===== config.mk =====
export PLATFORM = sky130hd
export DESIGN_NAME = wwm_projectile_ctrl
export DESIGN_NICKNAME = d
export VERILOG_FILES = /design/src/rtl/wwm_pkg.sv /design/src/rtl/wwm_bounds_check.sv /design/src/rtl/wwm_projectile_ctrl.sv
export SDC_FILE = /design/constraint.sdc
export NUM_CORES = 1
export LEC_CHECK = 0
export ABC_AREA = 1
export BUFFER_PORTS_ARGS = -buffer_cell sky130_fd_sc_hd__buf_4
export CORE_ASPECT_RATIO = 0.9
export CORE_MARGIN = 2
export CORE_UTILIZATION = 29
export DETAILED_ROUTE_END_ITERATION = 10
export GPL_ROUTABILITY_DRIVEN = 0
export SYNTH_ARGS = -nofsm -noshare
export SYNTH_HDL_FRONTEND = slang
export SYNTH_HIERARCHICAL = 1
export SYNTH_SLANG_ARGS = --single-unit

===== constraint.sdc =====
create_clock -name clk -period 2.8 [get_ports clk]
set_input_delay 0.42 -clock clk [delete_from_list [all_inputs] [get_ports clk]]
set_output_delay 0.42 -clock clk [all_outputs]
set_load 0.02 [all_outputs]

===== src/rtl/wwm_pkg.sv =====
// rtl/wwm_pkg.sv - shared state encodings, field geometry and pixel helpers for the projectile block
package wwm_pkg;

    localparam logic [2:0] ST_IDLE   = 3'b001;
    localparam logic [2:0] ST_FLIGHT = 3'b010;
    localparam logic [2:0] ST_RESULT = 3'b100;

    typedef logic signed [11:0] coord_t;

    typedef struct packed {
        logic hit;
        logic miss;
    } verdict_t;

    // Target box and play-field limits, in screen pixels (+y is down)
    localparam coord_t TGT_X_MIN  = 12'sd650;
    localparam coord_t TGT_X_MAX  = 12'sd675;
    localparam coord_t TGT_Y_MIN  = 12'sd470;
    localparam coord_t TGT_Y_MAX  = 12'sd475;
    localparam coord_t FIELD_X_HI = 12'sd775;
    localparam coord_t FIELD_X_LO = 12'sd160;
    localparam coord_t FIELD_Y_HI = 12'sd475;
    localparam coord_t FIELD_Y_LO = 12'sd50;

    function automatic logic [9:0] clamp_pix(input coord_t v);
        if (v < 12'sd0) begin
            return 10'd0;
        end else if (v > 12'sd1023) begin
            return 10'd1023;
        end else begin
            return v[9:0];
        end
    endfunction

endpackage


===== src/rtl/wwm_bounds_check.sv =====
// rtl/wwm_bounds_check.sv - combinational target/field classifier for a candidate position
module wwm_bounds_check
    import wwm_pkg::*;
(
    input  coord_t nx,
    input  coord_t ny,
    output logic   is_hit,
    output logic   is_out
);

    // Signed compares so positions that wrapped negative count as off-field
    always_comb begin
        is_hit = (nx >= TGT_X_MIN) && (nx <= TGT_X_MAX) &&
                 (ny >= TGT_Y_MIN) && (ny <= TGT_Y_MAX);
        is_out = (nx >= FIELD_X_HI) || (nx <= FIELD_X_LO) ||
                 (ny >= FIELD_Y_HI) || (ny <= FIELD_Y_LO);
    end

endmodule


===== src/rtl/wwm_projectile_ctrl.sv =====
// rtl/wwm_projectile_ctrl.sv - one-shot projectile sequencer: launch, per-frame flight with gravity, hit/miss result
module wwm_projectile_ctrl
    import wwm_pkg::*;
#(
    parameter int VEL_SHIFT = 1,
    parameter int GRAV_DIV  = 4,
    parameter int VMAX      = 15,
    parameter int MAX_TICKS = 600
) (
    input  logic       clk,
    input  logic       Reset_n,
    input  logic       launch,
    input  logic [3:0] vX,
    input  logic [3:0] vY,
    input  logic [9:0] start_x,
    input  logic [9:0] start_y,
    input  logic       frame_tick,
    input  logic       ack,
    output logic [9:0] proj_x,
    output logic [9:0] proj_y,
    output logic       busy,
    output logic       result_valid,
    output logic       hit,
    output logic       miss
);

    localparam int TICK_W = $clog2(MAX_TICKS) + 1;
    localparam int GRAV_W = $clog2(GRAV_DIV) + 1;
    localparam logic [TICK_W-1:0] TICK_LAST = TICK_W'(MAX_TICKS - 1);
    localparam logic [GRAV_W-1:0] GRAV_LAST = GRAV_W'(GRAV_DIV - 1);
    localparam logic signed [7:0] VY_FLOOR = 8'(-VMAX);

    logic [2:0]              state_q, state_d;
    logic [9:0]              px_q, px_d;
    logic [9:0]              py_q, py_d;
    logic signed [7:0]       vx_q, vx_d;
    logic signed [7:0]       vy_q, vy_d;
    logic [TICK_W-1:0]       tick_q, tick_d;
    logic [GRAV_W-1:0]       grav_q, grav_d;
    verdict_t                verdict_q, verdict_d;

    coord_t            dx, dy, nx, ny;
    logic signed [7:0] vy_dec;
    logic              is_hit, is_out;

    always_comb begin
        dx     = {{4{vx_q[7]}}, vx_q} <<< VEL_SHIFT;
        dy     = {{4{vy_q[7]}}, vy_q} <<< VEL_SHIFT;
        nx     = {2'b00, px_q} + dx;
        ny     = {2'b00, py_q} - dy;
        vy_dec = (vy_q <= VY_FLOOR) ? VY_FLOOR : (vy_q - 8'sd1);
    end

    wwm_bounds_check u_bounds (
        .nx     (nx),
        .ny     (ny),
        .is_hit (is_hit),
        .is_out (is_out)
    );

    always_comb begin
        state_d   = state_q;
        px_d      = px_q;
        py_d      = py_q;
        vx_d      = vx_q;
        vy_d      = vy_q;
        tick_d    = tick_q;
        grav_d    = grav_q;
        verdict_d = verdict_q;
        case (state_q)
            ST_IDLE: begin
                if (launch) begin
                    state_d = ST_FLIGHT;
                    px_d    = start_x;
                    py_d    = start_y;
                    vx_d    = {{4{vX[3]}}, vX};
                    vy_d    = {{4{vY[3]}}, vY};
                    tick_d  = '0;
                    grav_d  = '0;
                end
            end
            ST_FLIGHT: begin
                if (frame_tick) begin
                    px_d   = clamp_pix(nx);
                    py_d   = clamp_pix(ny);
                    tick_d = tick_q + 1'b1;
                    // Gravity lands after this tick's move, so position always uses the old vy
                    if (grav_q == GRAV_LAST) begin
                        grav_d = '0;
                        vy_d   = vy_dec;
                    end else begin
                        grav_d = grav_q + 1'b1;
                    end
                    if (is_hit) begin
                        state_d        = ST_RESULT;
                        verdict_d.hit  = 1'b1;
                    end else if (is_out || (tick_q == TICK_LAST)) begin
                        state_d        = ST_RESULT;
                        verdict_d.miss = 1'b1;
                    end
                end
            end
            ST_RESULT: begin
                if (ack) begin
                    state_d   = ST_IDLE;
                    verdict_d = '0;
                end
            end
            default: begin
                state_d   = ST_IDLE;
                verdict_d = '0;
            end
        endcase
    end

    always_ff @(posedge clk or negedge Reset_n) begin
        if (!Reset_n) begin
            state_q   <= ST_IDLE;
            px_q      <= '0;
            py_q      <= '0;
            vx_q      <= '0;
            vy_q      <= '0;
            tick_q    <= '0;
            grav_q    <= '0;
            verdict_q <= '0;
        end else begin
            state_q   <= state_d;
            px_q      <= px_d;
            py_q      <= py_d;
            vx_q      <= vx_d;
            vy_q      <= vy_d;
            tick_q    <= tick_d;
            grav_q    <= grav_d;
            verdict_q <= verdict_d;
        end
    end

    assign proj_x       = px_q;
    assign proj_y       = py_q;
    assign busy         = (state_q == ST_FLIGHT) || (state_q == ST_RESULT);
    assign result_valid = (state_q == ST_RESULT);
    assign hit          = verdict_q.hit;
    assign miss         = verdict_q.miss;

endmodule


==> results of run 1 <==
==> logic make-up (layout without fill, tap and decap cells) <==
family	count (synthesis)	count (layout)
buffers and inverters	114	213
flip-flops	51	51
XOR/XNOR	11	11
AO/OA/AOI/OAI	103	103
adder cells (fa/ha/maj)	26	26
AND/OR/NAND/NOR	353	353
==> cell type report <==
cell class | instances | area, sq um | area share [%]
Multi-Input combinational cell | 493 | 2633 | 48.23
Clock inverter | 2 | 13.76 | 0.2522
Sequential cell | 51 | 1279 | 23.43
Inverter | 103 | 386.6 | 7.084
Tap cell | 193 | 241.5 | 4.425
Timing Repair Buffer | 102 | 765.7 | 14.03
Clock buffer | 6 | 138.9 | 2.545
==> worst paths after layout <==
path | from | to | slack (ps)
setup / recovery | proj_y[1] | state_q[1] | -20
hold / removal | Reset_n | vy_q[1] | 150
setup reg to reg | proj_y[1] | state_q[1] | -20
hold reg to reg | grav_q[1] | grav_q[1] | 480
max in group asynchronous | Reset_n | vx_q[3] | 2140
min in group clk | vX[1] | vx_q[1] | 330
==> flip-flops by register name, summed over array words and instances, names as in the netlist <==
register  cells
proj_x       10
vx_q          4
state_q       3
hit           1
proj_y       10
miss          1
tick_q       11
grav_q        3
vy_q          8
==> metal layers <==
metal	wire, microns	GRT usage (%)
met3	450	2.402
met5	0	0
met2	5298	24.25
met1	6141	22.77
met4	185	4.552
==> stage by stage <==
step                      utilization, %  TNS (ps)  instances
after global routing               38.55    -769.3        950
after floorplan                        -         0        658
final                              38.55    -19.19        950
after global placement             36.33    -143.0        936
after detailed placement           36.33    -214.9        936
after CTS                          37.62         0        944
==> synthesized netlist by cell type, types with 3 or more instances <==
cell	number
nand2_1	205
inv_1	90
nor2_1	64
a21oi_1	54
dfrtp_1	50
nand3_1	46
o21ai_0	25
ha_1	24
nor3_1	11
xor2_1	11
inv_2	10
nand4_1	10
a22oi_1	6
buf_2	6
nand2_2	5
clkinv_1	3
==> what timing repair did <==
action | 4_1_cts | 5_1_grt
resized for setup | 9 | 30
buffers inserted | 0 | 6
cloned | 0 | 0
pin swaps | 1 | 14
endpoints found under the setup margin | 3 | 4
==> flow_metrics.tcl, run 1 <==
set metrics [dict create \
    outcome "complete, but fails checks" \
    violations "negative setup slack" \
    tightest_slew_ps 688.0 \
    cts_made_buffers 5 \
    nNetsFinal 815 \
    fin_hold_ws_ps 154.7 \
    synth_cell_types 42 \
    synth-simple-area-share_pct 35.31 \
    grt_use_total_pct 15.76 \
    syn_area_per_cell_sq_um 6.440 \
    period_minus_slack_ps 2819 \
    tritoncts "built" \
    grt_max_degree 52 \
    layout.cell_area.non_filler_sq_um 5458 \
    synth-compound-area-share_pct 13.79 \
    top_level_ports 57 \
    crit_required_ps 2980 \
    min_period_over_period_pct 100.7 \
    rsz0062_at_grt "true" \
    drcViolationCount 0 \
    dp_hpwl_microns 9271 \
    ant_nets 0 \
    first_global_vias 4117 \
    dpl_worst_slack_ps -106.4 \
    dpl_cell_area_sq_um 5144 \
    ctsHtreeMaxLevel 2 \
    crit_path_frequent_cell "nand2_1" \
    synthCells 658 \
    end_kind "flop" \
    cpLargestDelayFamily "simple AND/OR/NAND/NOR gates" \
    final_hold_viol_count 0 \
    synth_edf_count 0 \
    core_area_sq_um 14160 \
    worst-path-stages 22 \
    yosysTopAreaCellShare_pct 29.52 \
    ys_async_sr_fraction_pct 100.0 \
    synthesis.area_sq_um 4238 \
    cap_viol_max_count 0 \
    mostFrequentLayoutCell "nand2_1" \
    die-height_microns 118.7 \
    clk-insertion-delay-late_ps 300 \
    synthMuxAreaShare_pct 0 \
    first_pass_iters 5 \
    crit_path_cell_trace "inv_1 > ha_2 > inv_2 > fa_2 > nand2_2 > nand3_2 > o21ai_2 > buf_4 > xor2_2 > inv_2 > inv_2 > nand4_1 > nor2_2 > nand2_1 > a21oi_2 > nand3_1 > nor2_1 > inv_1 > nand2_1 > o21bai_1 > nand2_1 > nand2_1" \
    setup_viol 1 \
    die_w_microns 131.4 \
    via_per_inst 4.699 \
    min_path_type "input pin to asynchronous set/reset pin" \
    diodes 0 \
    avgRoutedWirePerCell_microns 12.71 \
    ys_ff_latch 51 \
    r2r_cells 22 \
    cts_sinks 51 \
    die-area_sq_um 15600 \
    path_clk_slew_ps 70 \
    synth_top_family_by_area "simple AND/OR/NAND/NOR gates" \
    synthXorXnorAreaFrac_pct 2.273 \
    path_class "flop to flop" \
    grt_first_pass_wirelength_microns 20130 \
    cts-root-buf "clkbuf_16" \
    slew_headroom_pct 54.14 \
    synthFlopType "dfrtp_1" \
    synthToLayoutAreaGrowth_pct 28.79 \
    worst-path-buf-inv 6 \
    startpoint_type "flop" \
    synthTopCellsByArea "dfrtp_1 30%, nand2_1 18%, inv_1 8.0%, ha_1 7.1%, a21oi_1 6.4%" \
    synth_top_cell_by_area "dfrtp_1" \
    setup_ws_ps -19.19 \
    hold_buffers 0 \
    syn-num-nets 717 \
    antenna_found_initial 0 \
    arrival_ps 3000 \
    yosysWarnings 6 \
    clk_path_buf_depth 2 \
    timing.fmax_mhz 354.7 \
    nFillCells 1535 \
    initial_core_util_pct 29.93 \
    critPathSlowestCell "dfrtp_1" \
    cp_max_fo 3 \
    slowest_delay_ps 380 \
    wl_microns 12080 \
    drtIter0Drc 404 \
    port_buffers 56 \
    gr-total-overflow 0 \
    num_rows 41 \
    vias 4464 \
    drive_gt1_share_pct 23.25 \
    finalClockSkew_ps 8.324 \
    synth_adder_area_share_pct 8.031 \
    maxSlewViolCount 0 \
    synth-seq-area-share_pct 30.14 \
    layout_common_cells "199 x nand2_1, 102 x buf_4, 83 x inv_1" \
]
Power of run 1 is left out: the tool's default activity adds up to more than one toggle a clock period on the data nets, which glitch-free logic cannot reach.
==> run 2, diff against run 1 <==
SETUP_SLACK_MARGIN = 0.15   (was default)
==> flow_metrics.tcl, run 2 (synthesized netlist as in run 1, its figures left out) <==
set metrics [dict create \
    first_global_vias 4152 \
    diodes 0 \
    outcome "complete, no violations" \
    dpl_cell_area_sq_um 5066 \
    num_rows 41 \
    nFillCells 1579 \
    tightest_slew_ps 678.0 \
    cts_made_buffers 5 \
    end_kind "flop" \
    cts-root-buf "clkbuf_16" \
    maxSlewViolCount 0 \
    arrival_ps 2950 \
    crit_path_frequent_cell "nand3_1" \
    die-area_sq_um 15600 \
    die-height_microns 118.7 \
    die_w_microns 131.4 \
    worst-path-buf-inv 4 \
    tritoncts "built" \
    path_class "flop to flop" \
    core_area_sq_um 14160 \
    wl_microns 12330 \
    first_pass_iters 5 \
    setup_tns_ps 0 \
    ctsHtreeMaxLevel 2 \
    setup_ws_ps 26.32 \
    final_hold_viol_count 0 \
    slew_headroom_pct 54.80 \
    synthToLayoutAreaGrowth_pct 29.76 \
    via_per_inst 4.697 \
    nNetsFinal 806 \
    crit_required_ps 2980 \
    cpLargestDelayFamily "simple AND/OR/NAND/NOR gates" \
    avgRoutedWirePerCell_microns 13.10 \
    slowest_delay_ps 490 \
    layout.cell_area.non_filler_sq_um 5499 \
    ant_nets 0 \
    finalClockSkew_ps 6.918 \
    layout_common_cells "195 x nand2_1, 93 x buf_4, 81 x inv_1" \
    rsz0062_at_grt "true" \
    startpoint_type "flop" \
    grt_max_degree 52 \
    antenna_found_initial 0 \
    period_minus_slack_ps 2774 \
    min_period_over_period_pct 99.06 \
    setup_viol 0 \
    register_area_sq_um 1281 \
    multi_input_area_sq_um 2744 \
    clk-insertion-delay-late_ps 310 \
    grt_first_pass_wirelength_microns 20340 \
    port_buffers 56 \
    timing.fmax_mhz 360.5 \
    mostFrequentLayoutCell "nand2_1" \
    cap_viol_max_count 0 \
    vias 4420 \
    gr-total-overflow 0 \
    top_level_ports 57 \
    drcViolationCount 0 \
    clk_path_buf_depth 2 \
    largest-register "tick_q" \
    crit_path_cell_trace "buf_4 > ha_1 > inv_2 > nand2_1 > nor2_2 > nand3_1 > nand4_1 > nand2_2 > inv_2 > nand2_2 > nor2_4 > nand3_1 > nand3_1 > nand3_1 > nand3_1 > nor2_1 > inv_1 > nand2_2 > o21bai_1 > o22ai_1" \
    drive_gt1_share_pct 24.87 \
    critPathSlowestCell "dfrtp_2" \
    initial_core_util_pct 29.93 \
    min_path_type "input pin to asynchronous set/reset pin" \
    hold_buffers 0 \
    drtIter0Drc 346 \
    path_clk_slew_ps 80 \
    cp_max_fo 6 \
    dpl_worst_slack_ps -58.10 \
    largest_reg_flops 11 \
    cts_sinks 51 \
    dp_hpwl_microns 9316 \
    grt_use_total_pct 15.98 \
]
## run 2: cell types whose count changed in the layout (fill, tap and decap cells not counted), sizes merged
cell	change
inv	+1
buf	-9
clkbuf	-1
## run 2: worst paths after layout
kind                            from          to  slack (ps)  depth (start not counted)
max                          vx_q[3]  state_q[2]          30                         20
min                          Reset_n     vy_q[0]         150                          1
max reg2reg                  vx_q[3]  state_q[2]          30                         20
min reg2reg                grav_q[1]   grav_q[1]         480                          2
max in group asynchronous    Reset_n   proj_x[1]        2150                          1
min in group clk                 ack  state_q[2]         320                          2
## run 2: metal layers
metal | global-route usage (%) | part of all wire, %
met1 | 23.30 | 51
met2 | 24.64 | 44
met3 | 2.917 | 3.9
met4 | 3.261 | 1.0
met5 | 0 | 0
## run 2: area by class of cell
class | instances | area share, %
multi-input combinational | 493 | 49.90
sequential | 51 | 23.30
timing repair buffer | 93 | 12.70
inverter | 103 | 7.031
tap | 193 | 4.391
clock buffer | 5 | 2.275
clock inverter | 3 | 0.4096
## run 2: stage by stage
stage | util (%) | hold slack (ps) | instances
floorplan | - | 124.4 | 658
global placement | 35.78 | 464.9 | 924
detailed placement | 35.78 | 469.0 | 924
CTS | 37.99 | 178.0 | 940
global route | 38.84 | 200.9 | 941
finish | 38.84 | 147.4 | 941
## run 2: what timing repair did
item	in CTS	in global routing
hold endpoints to repair	0	0
buffers inserted	8	1
gates resized for setup	24	31
cloned	0	0
pin swaps	4	6
endpoints found under the setup margin	4	4
Power of run 2 is left out for the same reason.
==> run 3, diff against run 2 <==
clock period = 3.22 ns   (was 2.8 ns; I/O delays follow)
==> flow_metrics.tcl, run 3 (synthesized netlist as in run 1, its figures left out) <==
set metrics [dict create \
    arrival_ps 3090 \
    path_class "flop to flop" \
    first_global_vias 3925 \
    diodes 0 \
    tritoncts "built" \
    die-area_sq_um 15600 \
    rrSetupSlack_ps 320 \
    cts_sinks 51 \
    cpLargestDelayFamily "simple AND/OR/NAND/NOR gates" \
    met1_length_microns 6018 \
    min_path_type "input pin to asynchronous set/reset pin" \
    drtIter0Drc 264 \
    grt_first_pass_wirelength_microns 19270 \
    crit_path_cell_trace "inv_1 > ha_2 > inv_2 > fa_2 > nand2_2 > nand3_2 > o21ai_4 > xor2_2 > inv_1 > inv_1 > nand4_1 > nor2_2 > nand2_1 > a21oi_2 > nand3_1 > nor2_2 > inv_2 > nand2_2 > o21bai_1 > nand2_1 > nand2_1" \
    dr_wl_met3_microns 408 \
    clk-insertion-delay-late_ps 300 \
    mostFrequentLayoutCell "nand2_1" \
    ctsHtreeMaxLevel 2 \
    rsz0062_at_grt "true" \
    tightest_slew_ps 670.9 \
    drive_gt1_share_pct 17.76 \
    min_period_over_period_pct 89.97 \
    avgRoutedWirePerCell_microns 12.87 \
    slew_headroom_pct 55.28 \
    first_pass_iters 5 \
    layout_common_cells "198 x nand2_1, 84 x inv_1, 62 x nor2_1" \
    outcome "complete, no violations" \
    worst-path-buf-inv 5 \
    setup_tns_ps 0 \
    timing.fmax_mhz 345.2 \
    slowest_delay_ps 430 \
    nFillCells 1546 \
    grt_use_total_pct 14.94 \
    critPathSlowestCell "fa_2" \
    startpoint "proj_y[1]" \
    drcViolationCount 0 \
    worst-path-stages 21 \
    reg2reg_to "state_q[1]" \
    hold_buffers 0 \
    wl_met2_microns 5082 \
    path_clk_slew_ps 80 \
    largest_reg_flops 11 \
    via_per_inst 4.715 \
    vias 4281 \
    wl_microns 11690 \
    grt_max_degree 52 \
    cts_made_buffers 5 \
    r2r_cells 21 \
    r2r-start "proj_y[1]" \
    cap_viol_max_count 0 \
    maxSlewViolCount 0 \
    top_layer "met4" \
    endpoint "state_q[1]" \
    clk_path_buf_depth 2 \
    cp_max_fo 3 \
    port_buffers 56 \
    nNetsFinal 773 \
    postCtsSetupRepairBufs 0 \
    setup_viol 0 \
    largest-register "tick_q" \
    final_hold_viol_count 0 \
    dp_hpwl_microns 8906 \
    die_w_microns 131.4 \
    startpoint_type "flop" \
    top_level_ports 57 \
    synthToLayoutAreaGrowth_pct 21.20 \
    gr-total-overflow 0 \
    initial_core_util_pct 29.93 \
    ant_nets 0 \
    cts-root-buf "clkbuf_16" \
    antenna_found_initial 0 \
    end_kind "flop" \
    num_rows 41 \
    core_area_sq_um 14160 \
    finalClockSkew_ps 6.770 \
    die-height_microns 118.7 \
    crit_required_ps 3410 \
    period_minus_slack_ps 2897 \
]
==> run 3: cell type report <==
type | instances | area (sq um) | share of cell area [%]
clock buffer | 5 | 125.1 | 2.436
clock inverter | 3 | 27.53 | 0.5359
inverter | 103 | 386.6 | 7.527
multi-input combinational | 493 | 2625 | 51.11
sequential | 51 | 1280 | 24.92
tap | 193 | 241.5 | 4.702
timing repair buffer | 60 | 450.4 | 8.770
==> run 3: layer usage <==
layer  global-route usage [%]  vias to the layer above
met4                    3.940                        0
met1                    21.63                     1952
met3                    1.759                       16
met2                    23.53                       96
met5                        0                        -
li1                         -                     2217
==> run 3: how the worst min path moves through the flow <==
stage	slack, ps	startpoint	depth (start not counted)	end
6_report	210	Reset_n	1	vy_q[1]
5_1_grt	270	Reset_n	1	vy_q[1]
4_1_cts	250	Reset_n	1	vy_q[1]
3_5_place_dp	470	grav_q[1]	2	grav_q[1]
3_3_place_gp	470	grav_q[1]	2	grav_q[1]
2_1_floorplan	190	Reset_n	0	grav_q[0]
==> run 3: what timing repair did <==
| item | 4_1_cts | 5_1_grt |
|---|---|---|
| gates resized for setup | 0 | 33 |
| hold endpoints to repair | 0 | 0 |
| setup endpoints to repair | 0 | 4 |
==> run 3: through the flow <==
step / setup WS, ps / cell area (sq um) / instances / util, % / hold WS, ps
floorplan: 433.3 / 4238 / 658 / - / 187.4
global route: 13.52 / 5136 / 908 / 36.28 / 273.7
global placement: 259.9 / 4873 / 900 / 34.42 / 468.2
CTS: 217.8 / 5026 / 908 / 35.50 / 248.4
detailed placement: 236.3 / 4873 / 900 / 34.42 / 470.9
finish: 323.0 / 5136 / 908 / 36.28 / 211.7
Power of run 3 is left out for the same reason.
